**src/rtl/status_flag_writer_pkg.sv**
```systemverilog
// Shared NZCV definitions for the status-flag producer and the ID-stage
// condition checker: flag bit positions, register width and condition codes.
package status_flag_writer_pkg;

    localparam int unsigned STATUS_W = 4;

    // Bit positions inside the status register.
    localparam int unsigned FLG_N = 0;
    localparam int unsigned FLG_V = 1;
    localparam int unsigned FLG_C = 2;
    localparam int unsigned FLG_Z = 3;

    // Condition codes evaluated by the condition checker.
    localparam logic [3:0] COND_EQ = 4'd0;
    localparam logic [3:0] COND_NE = 4'd1;
    localparam logic [3:0] COND_CS = 4'd2;
    localparam logic [3:0] COND_CC = 4'd3;
    localparam logic [3:0] COND_MI = 4'd4;
    localparam logic [3:0] COND_PL = 4'd5;
    localparam logic [3:0] COND_VS = 4'd6;
    localparam logic [3:0] COND_VC = 4'd7;
    localparam logic [3:0] COND_HI = 4'd8;
    localparam logic [3:0] COND_LS = 4'd9;
    localparam logic [3:0] COND_GE = 4'd10;
    localparam logic [3:0] COND_LT = 4'd11;
    localparam logic [3:0] COND_GT = 4'd12;
    localparam logic [3:0] COND_LE = 4'd13;
    localparam logic [3:0] COND_AL = 4'd14;

    // Assemble individual flags into the shared register layout.
    function automatic logic [STATUS_W-1:0] pack_flags(input logic n, input logic z,
                                                       input logic c, input logic v);
        logic [STATUS_W-1:0] f;
        f        = '0;
        f[FLG_N] = n;
        f[FLG_Z] = z;
        f[FLG_C] = c;
        f[FLG_V] = v;
        return f;
    endfunction

endpackage

```
**src/rtl/status_flag_writer_flag_gen.sv**
```systemverilog
// Combinational NZCV generation from an EXE-stage ALU result.
// Logical/move instructions keep the previous V flag.
module flag_gen
    import status_flag_writer_pkg::*;
#(
    parameter int unsigned DATA_W = 32
) (
    input  logic [DATA_W-1:0]   alu_result,
    input  logic                alu_carry,
    input  logic                alu_overflow,
    input  logic                exe_logic,
    input  logic                old_v,
    output logic [STATUS_W-1:0] flags
);

    // Derive the four candidate flags for this result.
    always_comb begin
        flags = pack_flags(alu_result[DATA_W-1],
                           ~|alu_result,
                           alu_carry,
                           exe_logic ? old_v : alu_overflow);
    end

endmodule

```
**src/rtl/status_flag_writer.sv**
```systemverilog
// NZCV status register producer: commits EXE-stage flags, tracks in-flight
// flag-setting instructions for the hazard unit.
// Optional macro STATUS_BYPASS_EN forwards committing flags to ID in the
// commit cycle and drops the pending indication one cycle earlier.
module status_flag_writer
    import status_flag_writer_pkg::*;
#(
    parameter int unsigned DATA_W = 32,
    parameter int unsigned PEND_W = 2
) (
    input  logic              clk,
    input  logic              rst_n,
    input  logic              id_issue_s,
    input  logic              exe_valid,
    input  logic              exe_s,
    input  logic              exe_logic,
    input  logic [DATA_W-1:0] alu_result,
    input  logic              alu_carry,
    input  logic              alu_overflow,
    input  logic              flush,
    input  logic              stall,
    output logic [3:0]        status,
    output logic [3:0]        status_fwd,
    output logic              flags_pending,
    output logic              pend_err
);

    localparam logic [PEND_W-1:0] CNT_MAX = '1;

    logic                commit;
    logic [3:0]          flags_new;
    logic [PEND_W-1:0]   cnt;

    assign commit = exe_valid & exe_s & ~stall;

    flag_gen #(
        .DATA_W (DATA_W)
    ) u_flag_gen (
        .alu_result   (alu_result),
        .alu_carry    (alu_carry),
        .alu_overflow (alu_overflow),
        .exe_logic    (exe_logic),
        .old_v        (status[FLG_V]),
        .flags        (flags_new)
    );

    // Architectural status register; a flush never cancels the EXE commit.
    always_ff @(posedge clk or negedge rst_n) begin
        if (!rst_n) begin
            status <= '0;
        end else if (commit) begin
            status <= flags_new;
        end
    end

    // In-flight flag-writer counter with saturation and sticky error.
    // Flush clears everything younger than EXE; the EXE commit retires its own entry.
    always_ff @(posedge clk or negedge rst_n) begin
        if (!rst_n) begin
            cnt      <= '0;
            pend_err <= 1'b0;
        end else if (flush) begin
            cnt <= '0;
        end else if (!stall) begin
            if (id_issue_s && !commit) begin
                if (cnt == CNT_MAX) begin
                    pend_err <= 1'b1;
                end else begin
                    cnt <= cnt + 1'b1;
                end
            end else if (commit && !id_issue_s) begin
                if (cnt == '0) begin
                    pend_err <= 1'b1;
                end else begin
                    cnt <= cnt - 1'b1;
                end
            end
        end
    end

`ifdef STATUS_BYPASS_EN
    // Forward the committing flags to ID and discount the committing writer.
    always_comb begin
        status_fwd    = commit ? flags_new : status;
        flags_pending = ((cnt - PEND_W'(commit)) != '0);
    end
`else
    // Registered view only; ID waits until the commit is visible in status.
    always_comb begin
        status_fwd    = status;
        flags_pending = (cnt != '0);
    end
`endif

endmodule

```
**config.mk**
```make
export PLATFORM = sky130hd
export DESIGN_NAME = status_flag_writer
export DESIGN_NICKNAME = d
export VERILOG_FILES = /design/src/rtl/status_flag_writer_pkg.sv /design/src/rtl/status_flag_writer_flag_gen.sv /design/src/rtl/status_flag_writer.sv
export SDC_FILE = /design/constraint.sdc
export NUM_CORES = 1
export LEC_CHECK = 0
export ABC_AREA = 1
export CAP_MARGIN = 20
export CORE_AREA = 2 2 39 41
export DETAILED_ROUTE_END_ITERATION = 10
export DIE_AREA = 0 0 41 43
export DONT_BUFFER_PORTS = 1
export HOLD_SLACK_MARGIN = 0.03
export SYNTH_ARGS = -nofsm -noshare
export SYNTH_HDL_FRONTEND = slang
export SYNTH_SLANG_ARGS = --single-unit
```
**constraint.sdc**
```tcl
create_clock -name clk -period 1.5 [get_ports clk]
set_clock_uncertainty 0.2 [all_clocks]
set_input_delay 0.3 -clock clk [delete_from_list [all_inputs] [get_ports clk]]
set_output_delay 0.3 -clock clk [all_outputs]
set_load 0.02 [all_outputs]
```
**Yosys cells after proc, flatten, opt, wreduce, memory -nomap -nowiden**

Cells that the tools add are included.

- Flip-flop bits (word level): 7
- Input port bits: 42

- Add/sub/neg operators: 2
- Equal/unequal tests: 5
- Mux-type cells: 10
- Bitwise logic cells: 5
- Reduce and logical (&&, ||, !) cells: 14

Operators by type and width:

| cell | count |
|---|---|
| 32-bit OR reduction | 1 |
| 2-bit two-way mux | 6 |
| 3-bit inequality test (second input constant) | 2 |
| 2-bit nonzero test | 3 |
| 5-bit AND reduction | 1 |
| 1-bit two-way mux | 4 |
| 4-bit AND reduction | 1 |
| 1-bit logical NOT | 3 |
| 1-bit inverter | 3 |
| 3-bit nonzero test | 1 |
| 2-bit by 1-bit adder with 2-bit output (second input constant) | 1 |
| 1-bit AND | 2 |
| 2-bit == test (second input constant) | 1 |
| 1-bit logical AND | 2 |
| 2-bit logical NOT | 1 |
| 2-bit by 1-bit inequality test with 1-bit output (second input constant) | 1 |
| 2-bit inequality test (second input constant) | 1 |
| 2-bit AND reduction | 1 |
| 2-bit by 1-bit subtractor with 2-bit output (second input constant) | 1 |

**Depth between registers and ports, before layout**

Gate-level depths: netlist of the first run.

- Depth after elaboration: 7
- Gate-level depth with buffers: 9

**Cells and area by module**

From an unflattened synthesis of the first run, not the netlist that was laid out.

- Cells, all modules: 101
- Area, all modules: 609.3 um^2

Modules (own cells, without submodules):

| module | times used | cells an instance | area an instance (um^2) | sequential area each (um^2) |
|---|---|---|---|---|
| status_flag_writer | 1 | 67 | 466.7 | 175.2 |
| flag_gen | 1 | 34 | 142.6 | 0.0 |

**Least setup slack after synthesis of the first run**

Ideal clock, no wire load.

- Path type: input-to-reg
- Start point: in stall
- End point: reg cnt[1]
- Library setup time: 0.123 ns
- Arrival time: 1.084 ns
- Required time: 1.177 ns
- Path slack: 0.093 ns
- Stages on the path: 9
- Path buffers: 0
- Cell sequence: inv_2 > nand3_4 > ha_1 > inv_1 > nand2_1 > o21ai_2 > nor2_1 > nand2_1 > nand2_1

- Longest elaborated chain between the ends: 7
- Elaborated cells on any way between the ends: 13
- Those cells by class: 3 x eq/ne; 3 x mux; 2 x bitwise; 5 x reduce/logical

Ends and longest elaborated chain:

| what | RTL line | RTL |
|---|---|---|
| from (decl) | status_flag_writer.sv:21 | `input logic stall,` |
| 1-bit inverter (no line) | - |  |
| 1-bit AND | status_flag_writer.sv:34 | `assign commit = exe_valid & exe_s & ~stall;` |
| 1-bit logical NOT | status_flag_writer.sv:65 | `if (id_issue_s && !commit) begin` |
| 1-bit logical AND | status_flag_writer.sv:65 |  |
| 2-bit two-way mux | status_flag_writer.sv:65 |  |
| 2-bit two-way mux | status_flag_writer.sv:64 | `end else if (!stall) begin` |
| 2-bit two-way mux | status_flag_writer.sv:62 | `end else if (flush) begin` |
| to (signal assigned) | status_flag_writer.sv:69 | `cnt <= cnt + 1'b1;` |
| to (signal assigned) | status_flag_writer.sv:75 | `cnt <= cnt - 1'b1;` |
| to (decl) | status_flag_writer.sv:32 | `logic [PEND_W-1:0] cnt;` |

Several ways; a longest one is shown, not always the timed one. The select of a mux whose other input is x is not followed.
A chain may end at the register's enable or synchronous reset.

**Final worst setup path of the first run**

- Start point: reg cnt[0]
- End point: out flags_pending

- Longest elaborated chain between the ends: 1

Ends and longest elaborated chain:

| what | RTL line | RTL |
|---|---|---|
| 2-bit nonzero test | status_flag_writer.sv:91 | `flags_pending = (cnt != '0);` |
| to (decl) | status_flag_writer.sv:24 | `output logic flags_pending,` |

Every way passes these cells.

==> results of run 1 <==
-- cells by family after synthesis --
logic type / Yosys count / synth area share
AOI/OAI and AO/OA: 6 / 0.0653
buffers and inverters: 12 / 0.111
and+or+nand+nor: 60 / 0.453
DFF: 7 / 0.305
adders and majority gates: 3 / 0.0654
-- final cells by class --
type | count | area [um^2] | share of cell area
flip-flops and latches | 7 | 175 | 0.266
clock buffers | 4 | 26.3 | 0.0399
multi-input cells | 69 | 335 | 0.510
well taps | 16 | 20.0 | 0.0304
repair buffers | 8 | 75.1 | 0.114
inverters | 7 | 26.3 | 0.0399
-- cell usage in the layout (no fill, tap or decap), drive strengths merged --
master / synthesis / final
clkbuf: 0 / 4
buf: 5 / 2
nand4: 3 / 3
nand3: 3 / 3
nand2: 26 / 26
and2: 3 / 3
dlygate4sd3: 0 / 6
a31o: 1 / 1
nor2: 24 / 24
ha: 3 / 3
a21oi: 1 / 1
inv: 7 / 7
dfrtp: 7 / 7
nor3: 1 / 1
o21ai: 4 / 4
-- stage by stage --
stage | power, mW | instances | hold WS, ps | utilization
3_3_place_gp | 0.454 | 101 | -195 | 0.413
3_5_place_dp | 0.465 | 101 | -195 | 0.413
5_1_grt | 0.701 | 111 | 79.2 | 0.476
2_1_floorplan | 0.455 | 88 | -196 | -
6_report | 0.647 | 111 | 67.6 | 0.476
4_1_cts | 0.656 | 111 | 64.1 | 0.476
-- layer usage --
metal	vias to the layer above	track usage	part of all wire
met2	31	0.253	0.51
met3	0	0.0838	0.10
met5	-	0	0
met4	0	0.0200	0
met1	235	0.166	0.38
li1	288	-	-
-- cell usage after synthesis --
| cell type | n |
|---|---|
| a21oi_1 | 1 |
| a31o_1 | 1 |
| and2_1 | 3 |
| buf_4 | 5 |
| dfrtp_1 | 7 |
| ha_1 | 3 |
| inv_1 | 5 |
| inv_2 | 2 |
| nand2_1 | 25 |
| nand2_2 | 1 |
| nand3_1 | 2 |
| nand3_4 | 1 |
| nand4_1 | 3 |
| nor2_1 | 24 |
| nor3_1 | 1 |
| o21ai_0 | 3 |
| o21ai_2 | 1 |
-- path summary, 6_finish.rpt --
check / end / slack (ps) / depth (start not counted)
setup / recovery: flags_pending / 90 / 2
hold reg to reg: cnt[1]$_DFFE_PN0P_ / 420 / 2
setup reg to reg: cnt[1]$_DFFE_PN0P_ / 210 / 6
hold / removal: status[3]$_DFFE_PN0P_ / 70 / 3
max in group asynchronous: status[2]$_DFFE_PN0P_ / 690 / 1
min in group asynchronous: pend_err$_DFFE_PN0P_ / 170 / 1
-- critical path: cells and delay by family, from the launching register on --
family | cells | cell delay (ps)
flip-flops | 1 | 430
AND/OR/NAND/NOR | 1 | 150
buffers and inverters | 1 | 70
-- power breakdown --
| part | internal [mW] | total (mW) | switching (mW) | leakage, nW |
|---|---|---|---|---|
| logic | 0.0665 | 0.171 | 0.104 | 0.229 |
| clock network | 0.102 | 0.172 | 0.0705 | 0.0150 |
| registers | 0.223 | 0.305 | 0.0811 | 0.0862 |
-- flip-flops by register name, summed over array words and instances (netlist names) --
| signal | cells |
|---|---|
| status | 4 |
| cnt | 2 |
| pend_err | 1 |
==> impl_metrics.py, run 1 <==
metrics = {
    "status": {
        "status": "complete, no violations",
    },
    "route": {
        "first_pass_iters": 3,
        "drt_iter0_drc": 3,
        "routed_wl_um": 1130,
        "vias_per_cell": 4.99,
        "wl_per_cell_um": 10.2,
        "via_count": 554,
        "drc": 0,
        "final_antenna_net_count": 0,
    },
    "final_layout": {
        "fillerInstances": 150,
        "num-nets-final": 141,
        "area_growth_pct": 14.6,
        "drive_gt1_frac": 0.105,
        "stdcell_area_um2": 658,
        "n_antenna_cell": 0,
    },
    "timing": {
        "finalSetupViolCount": 0,
        "fin_crit_ps": 1410,
        "setup_slack_ps": 86.7,
        "slew_viol_final": 0,
        "hold_violations": 0,
        "rsz0062_at_grt": "no",
        "fin_crit_sh": 0.942,
        "max_freq_ghz": 0.708,
        "max_slew_margin": 0.735,
        "tightest_slew_ps": 398,
        "fin_setup_tns_ps": 0,
    },
    "worst_setup_path": {
        "crit_type": "flop to output pin",
        "crit_path_end_kind": "output pin",
        "crit_slowest_cell": "dfrtp_1",
        "r2r-start": "cnt[0]$_DFFE_PN0P_",
        "path_cells": "inv_1, nand2_2",
        "critPathLaunch": "cnt[0]$_DFFE_PN0P_",
        "worstPathRequired_ps": 1000,
        "critPathMaxFanout": 6,
        "critical_path_arrival_ps": 910,
        "worstSetupStartpointType": "flop",
        "cpPeakStageDelay_ps": 430,
    },
    "placement": {
        "hpwl_um": 993,
        "dpl-instance-area_um2": 572,
        "io_buffer_count": 0,
        "place_congestion": 0.689,
        "pre_cts_slack_ps": 15.1,
    },
    "job": {
        "cap_viol_max_count": 0,
    },
    "synthesis": {
        "synth_warnings": 0,
        "seq_area_frac_synth": 0.305,
        "syn-cell-area_um2": 574,
        "synth_top_area_share": 0.305,
        "synth_seq_cells": 7,
        "synth_cell_types": 17,
        "syn_nets": 133,
        "synth_top_area_cell": "dfrtp_1",
        "synth_area_leaders": "dfrtp_1 (31%), nand2_1 (16%), nor2_1 (16%)",
        "syn_avg_cell_area_um2": 6.53,
        "synth_cells": 88,
    },
    "cts": {
        "cts_resized": 0,
        "max-clock-path-buffers": 2,
        "cts_buffers": 3,
        "hold_buffers": 6,
        "path_clk_slew_ps": 60,
        "cts_tree": "built",
        "cts_setup_buffers": 0,
        "htree_levels": 1,
        "cts_root_buf": "clkbuf_4",
        "clk_latency_ps": 260,
        "cts_num_sinks": 7,
    },
    "floorplan": {
        "fp.dieW_um": 41,
        "design.die.area_um2": 1760,
        "initial_core_util": 0.415,
        "ioPinCount": 52,
        "row_count": 14,
        "dieHeight_um": 43,
        "core_area_um2": 1380,
    },
    "hold_path": {
        "worstHoldStart": "exe_s",
        "hp-class": "primary input to flop",
    },
    "power": {
        "peakVddDrop_mv": 0.442,
        "leakage_nw": 0.331,
        "cellPowerDensity_nw_per_um2": 984,
    },
    "grt": {
        "grt_max_degree": 8,
        "grt_pass1_wl_um": 1820,
        "grt_overflow_total": 0,
        "first_global_vias": 482,
        "antenna_found_initial": 0,
        "track_usage": 0.152,
    },
}
(Power assumes the default switching activity.)
==> run 2, diff against run 1 <==
- PLACE_DENSITY: not set -> 0.61
- SETUP_SLACK_MARGIN: not set -> 0.5
==> run 2 against run 1 <==
  * The run now ends with negative hold slack left
  * Via count increased by 3.1%
  * Global-route usage increased by 1.8 points
  * Hold slack got worse by 94 ps
  * Routed wire length increased by 13%
  * Maximum frequency increased by 6.1%
  * Cell count unchanged
  * Sequential share of layout area decreased by 1.4 points
  * Core utilization increased by 4.9 points
  * Die area unchanged
  * Power increased by 16%
  * Register-to-register slack about the same
  * Highest routed layer is now met4
  * First-iteration DRC count increased by 100%
==> impl_metrics.py, run 2 (same netlist as run 1, synthesis figures left out) <==
metrics = {
    "power": {
        "pwr-share-seq": 0.407,
        "peakVddDrop_mv": 0.573,
        "intPower_mw": 0.454,
        "p_sw_mw": 0.297,
        "clockPowerShare": 0.231,
        "power_frac_comb": 0.363,
        "leakage_nw": 0.351,
        "switching_share": 0.396,
        "cellPowerDensity_nw_per_um2": 1030,
    },
    "worst_setup_path": {
        "crit_path_end_kind": "output pin",
        "cpPeakStageDelay_ps": 410,
        "critPathMaxFanout": 4,
        "worstPathRequired_ps": 1000,
        "critical_path_arrival_ps": 830,
        "worstSetupStartpointType": "flop",
        "r2r_slack_ps": 200,
        "crit_slowest_cell": "dfrtp_1",
        "crit_type": "flop to output pin",
        "crit_buf_inv": 1,
        "cpLargestDelayFamily": "flip-flops",
        "path_cells": "inv_2, nand2_4",
    },
    "cts": {
        "cts_num_sinks": 7,
        "clk_latency_ps": 250,
        "path_clk_slew_ps": 60,
        "cts_tree": "built",
        "cts_root_buf": "clkbuf_4",
        "htree_levels": 1,
        "max-clock-path-buffers": 2,
        "cts_buffers": 3,
    },
    "final_layout": {
        "drive_gt1_frac": 0.305,
        "final_cells": 111,
        "final_cell_mix": "nor2_1 (22), nand2_1 (20), dfrtp_2 (6)",
        "top_regs": "status: 4 flops, cnt: 2 flops, pend_err: 1 flops",
        "n_antenna_cell": 0,
        "layout_commonest_cell": "nor2_1",
        "fillerInstances": 150,
        "area_growth_pct": 26.4,
        "largest_reg_flops": 4,
        "num-nets-final": 141,
        "largest-register": "status",
    },
    "timing": {
        "holdWs_ps": -26.9,
        "max_freq_ghz": 0.750,
        "max_slew_margin": 0.780,
        "finalSetupViolCount": 0,
        "slew_viol_final": 0,
        "fin_crit_ps": 1330,
        "hold_violations": 1,
        "fin_crit_sh": 0.888,
        "tightest_slew_ps": 328,
        "fin_setup_tns_ps": 0,
        "rsz0062_at_grt": "yes",
    },
    "status": {
        "status": "finished, violations left",
        "failed_checks": "negative hold slack",
    },
    "placement": {
        "dp_cells": 100,
        "io_buffer_count": 0,
        "hpwl_um": 1050,
        "place_congestion": 0.781,
    },
    "grt": {
        "grt_max_degree": 8,
        "grt_pass1_wl_um": 1970,
        "grt_overflow_total": 0,
        "gr-max-usage-layer": "met2",
        "met1_usage": 0.173,
        "grt_use_met2": 0.269,
        "met3_usage": 0.110,
        "first_global_vias": 479,
        "antenna_found_initial": 0,
        "track_usage": 0.171,
    },
    "hold_path": {
        "hp-class": "primary input to flop",
    },
    "route": {
        "via_count": 571,
        "routed_wl_um": 1280,
        "drt_iter0_drc": 6,
        "drc": 0,
        "final_antenna_net_count": 0,
        "vias_per_cell": 5.14,
        "wl_per_cell_um": 11.5,
        "first_pass_iters": 4,
    },
    "floorplan": {
        "design.die.area_um2": 1760,
        "initial_core_util": 0.415,
        "dieHeight_um": 43,
        "row_count": 14,
        "ioPinCount": 52,
        "fp.dieW_um": 41,
        "core_area_um2": 1380,
    },
    "job": {
        "cap_viol_max_count": 0,
    },
}
## run 2: cell count changes in the layout (fill, tap and decap cells not counted), moves of 3 or more
cell	before	now
dfrtp_1	7	1
dfrtp_2	0	6
dlygate4sd3_1	6	3
inv_1	5	2
nand2_1	25	20
nand2_2	1	4
## run 2: layer usage
metal | vias up | share of wire
li1 | 287 | -
met1 | 245 | 0.35
met2 | 37 | 0.51
met3 | 2 | 0.12
met4 | 0 | 0.011
met5 | - | 0
## run 2: stage by stage
step | util | hold WS [ps] | instance area [um^2] | setup WS (ps) | power, mW
5_1_grt | 0.524 | -25.5 | 726 | 114 | 0.819
3_5_place_dp | 0.436 | -195 | 603 | 128 | 0.489
3_3_place_gp | 0.436 | -195 | 603 | 153 | 0.481
6_report | 0.524 | -26.9 | 726 | 167 | 0.751
2_1_floorplan | - | -196 | 632 | 159 | 0.493
4_1_cts | 0.490 | -38.2 | 678 | 179 | 0.713
## run 2: timing repair
action | 4_1_cts | 5_1_grt
setup buffers | 3 | 0
resized for setup | 4 | 11
endpoints found under the hold margin | 11 | 3
pin swaps | 0 | 4
hold buffers | 2 | 2
setup endpoints to repair | 14 | 16
## run 2: power groups by stage
stage,clock network (mW),registers [mW],logic [mW]
2_1_floorplan,0,0.279,0.213
3_3_place_gp,0,0.313,0.168
3_5_place_dp,0,0.315,0.173
4_1_cts,0.175,0.304,0.234
5_1_grt,0.204,0.312,0.303
6_report,0.173,0.305,0.272
## run 2: cell type report
type                    count  area [um^2]  area share
repair buffers              8         80.1       0.110
multi-input cells          69          375       0.517
inverters                   7         41.3      0.0569
well taps                  16         20.0      0.0276
clock buffers               4         26.3      0.0362
flip-flops and latches      7          183       0.252
## run 2: path summary, 6_finish.rpt
kind	cells past startpoint	endpoint	from
worst min register to register	1	pend_err$_DFFE_PN0P_	pend_err$_DFFE_PN0P_
worst max register to register	7	cnt[0]$_DFFE_PN0P_	cnt[1]$_DFFE_PN0P_
min in group asynchronous	1	cnt[1]$_DFFE_PN0P_	rst_n
max in group asynchronous	1	pend_err$_DFFE_PN0P_	rst_n
worst min-delay path	2	status[1]$_DFFE_PN0P_	exe_logic
worst max-delay path	2	flags_pending	cnt[1]$_DFFE_PN0P_
## run 2: worst reg2reg max path, cell delays in order (launching register included)
cell and delay (ps):
dfrtp_1 410, buf_6 140, nor2_2 90, nand3_1 80, nand2_2 100, nor2_2 50, nand2_1 60, nand2_1 50
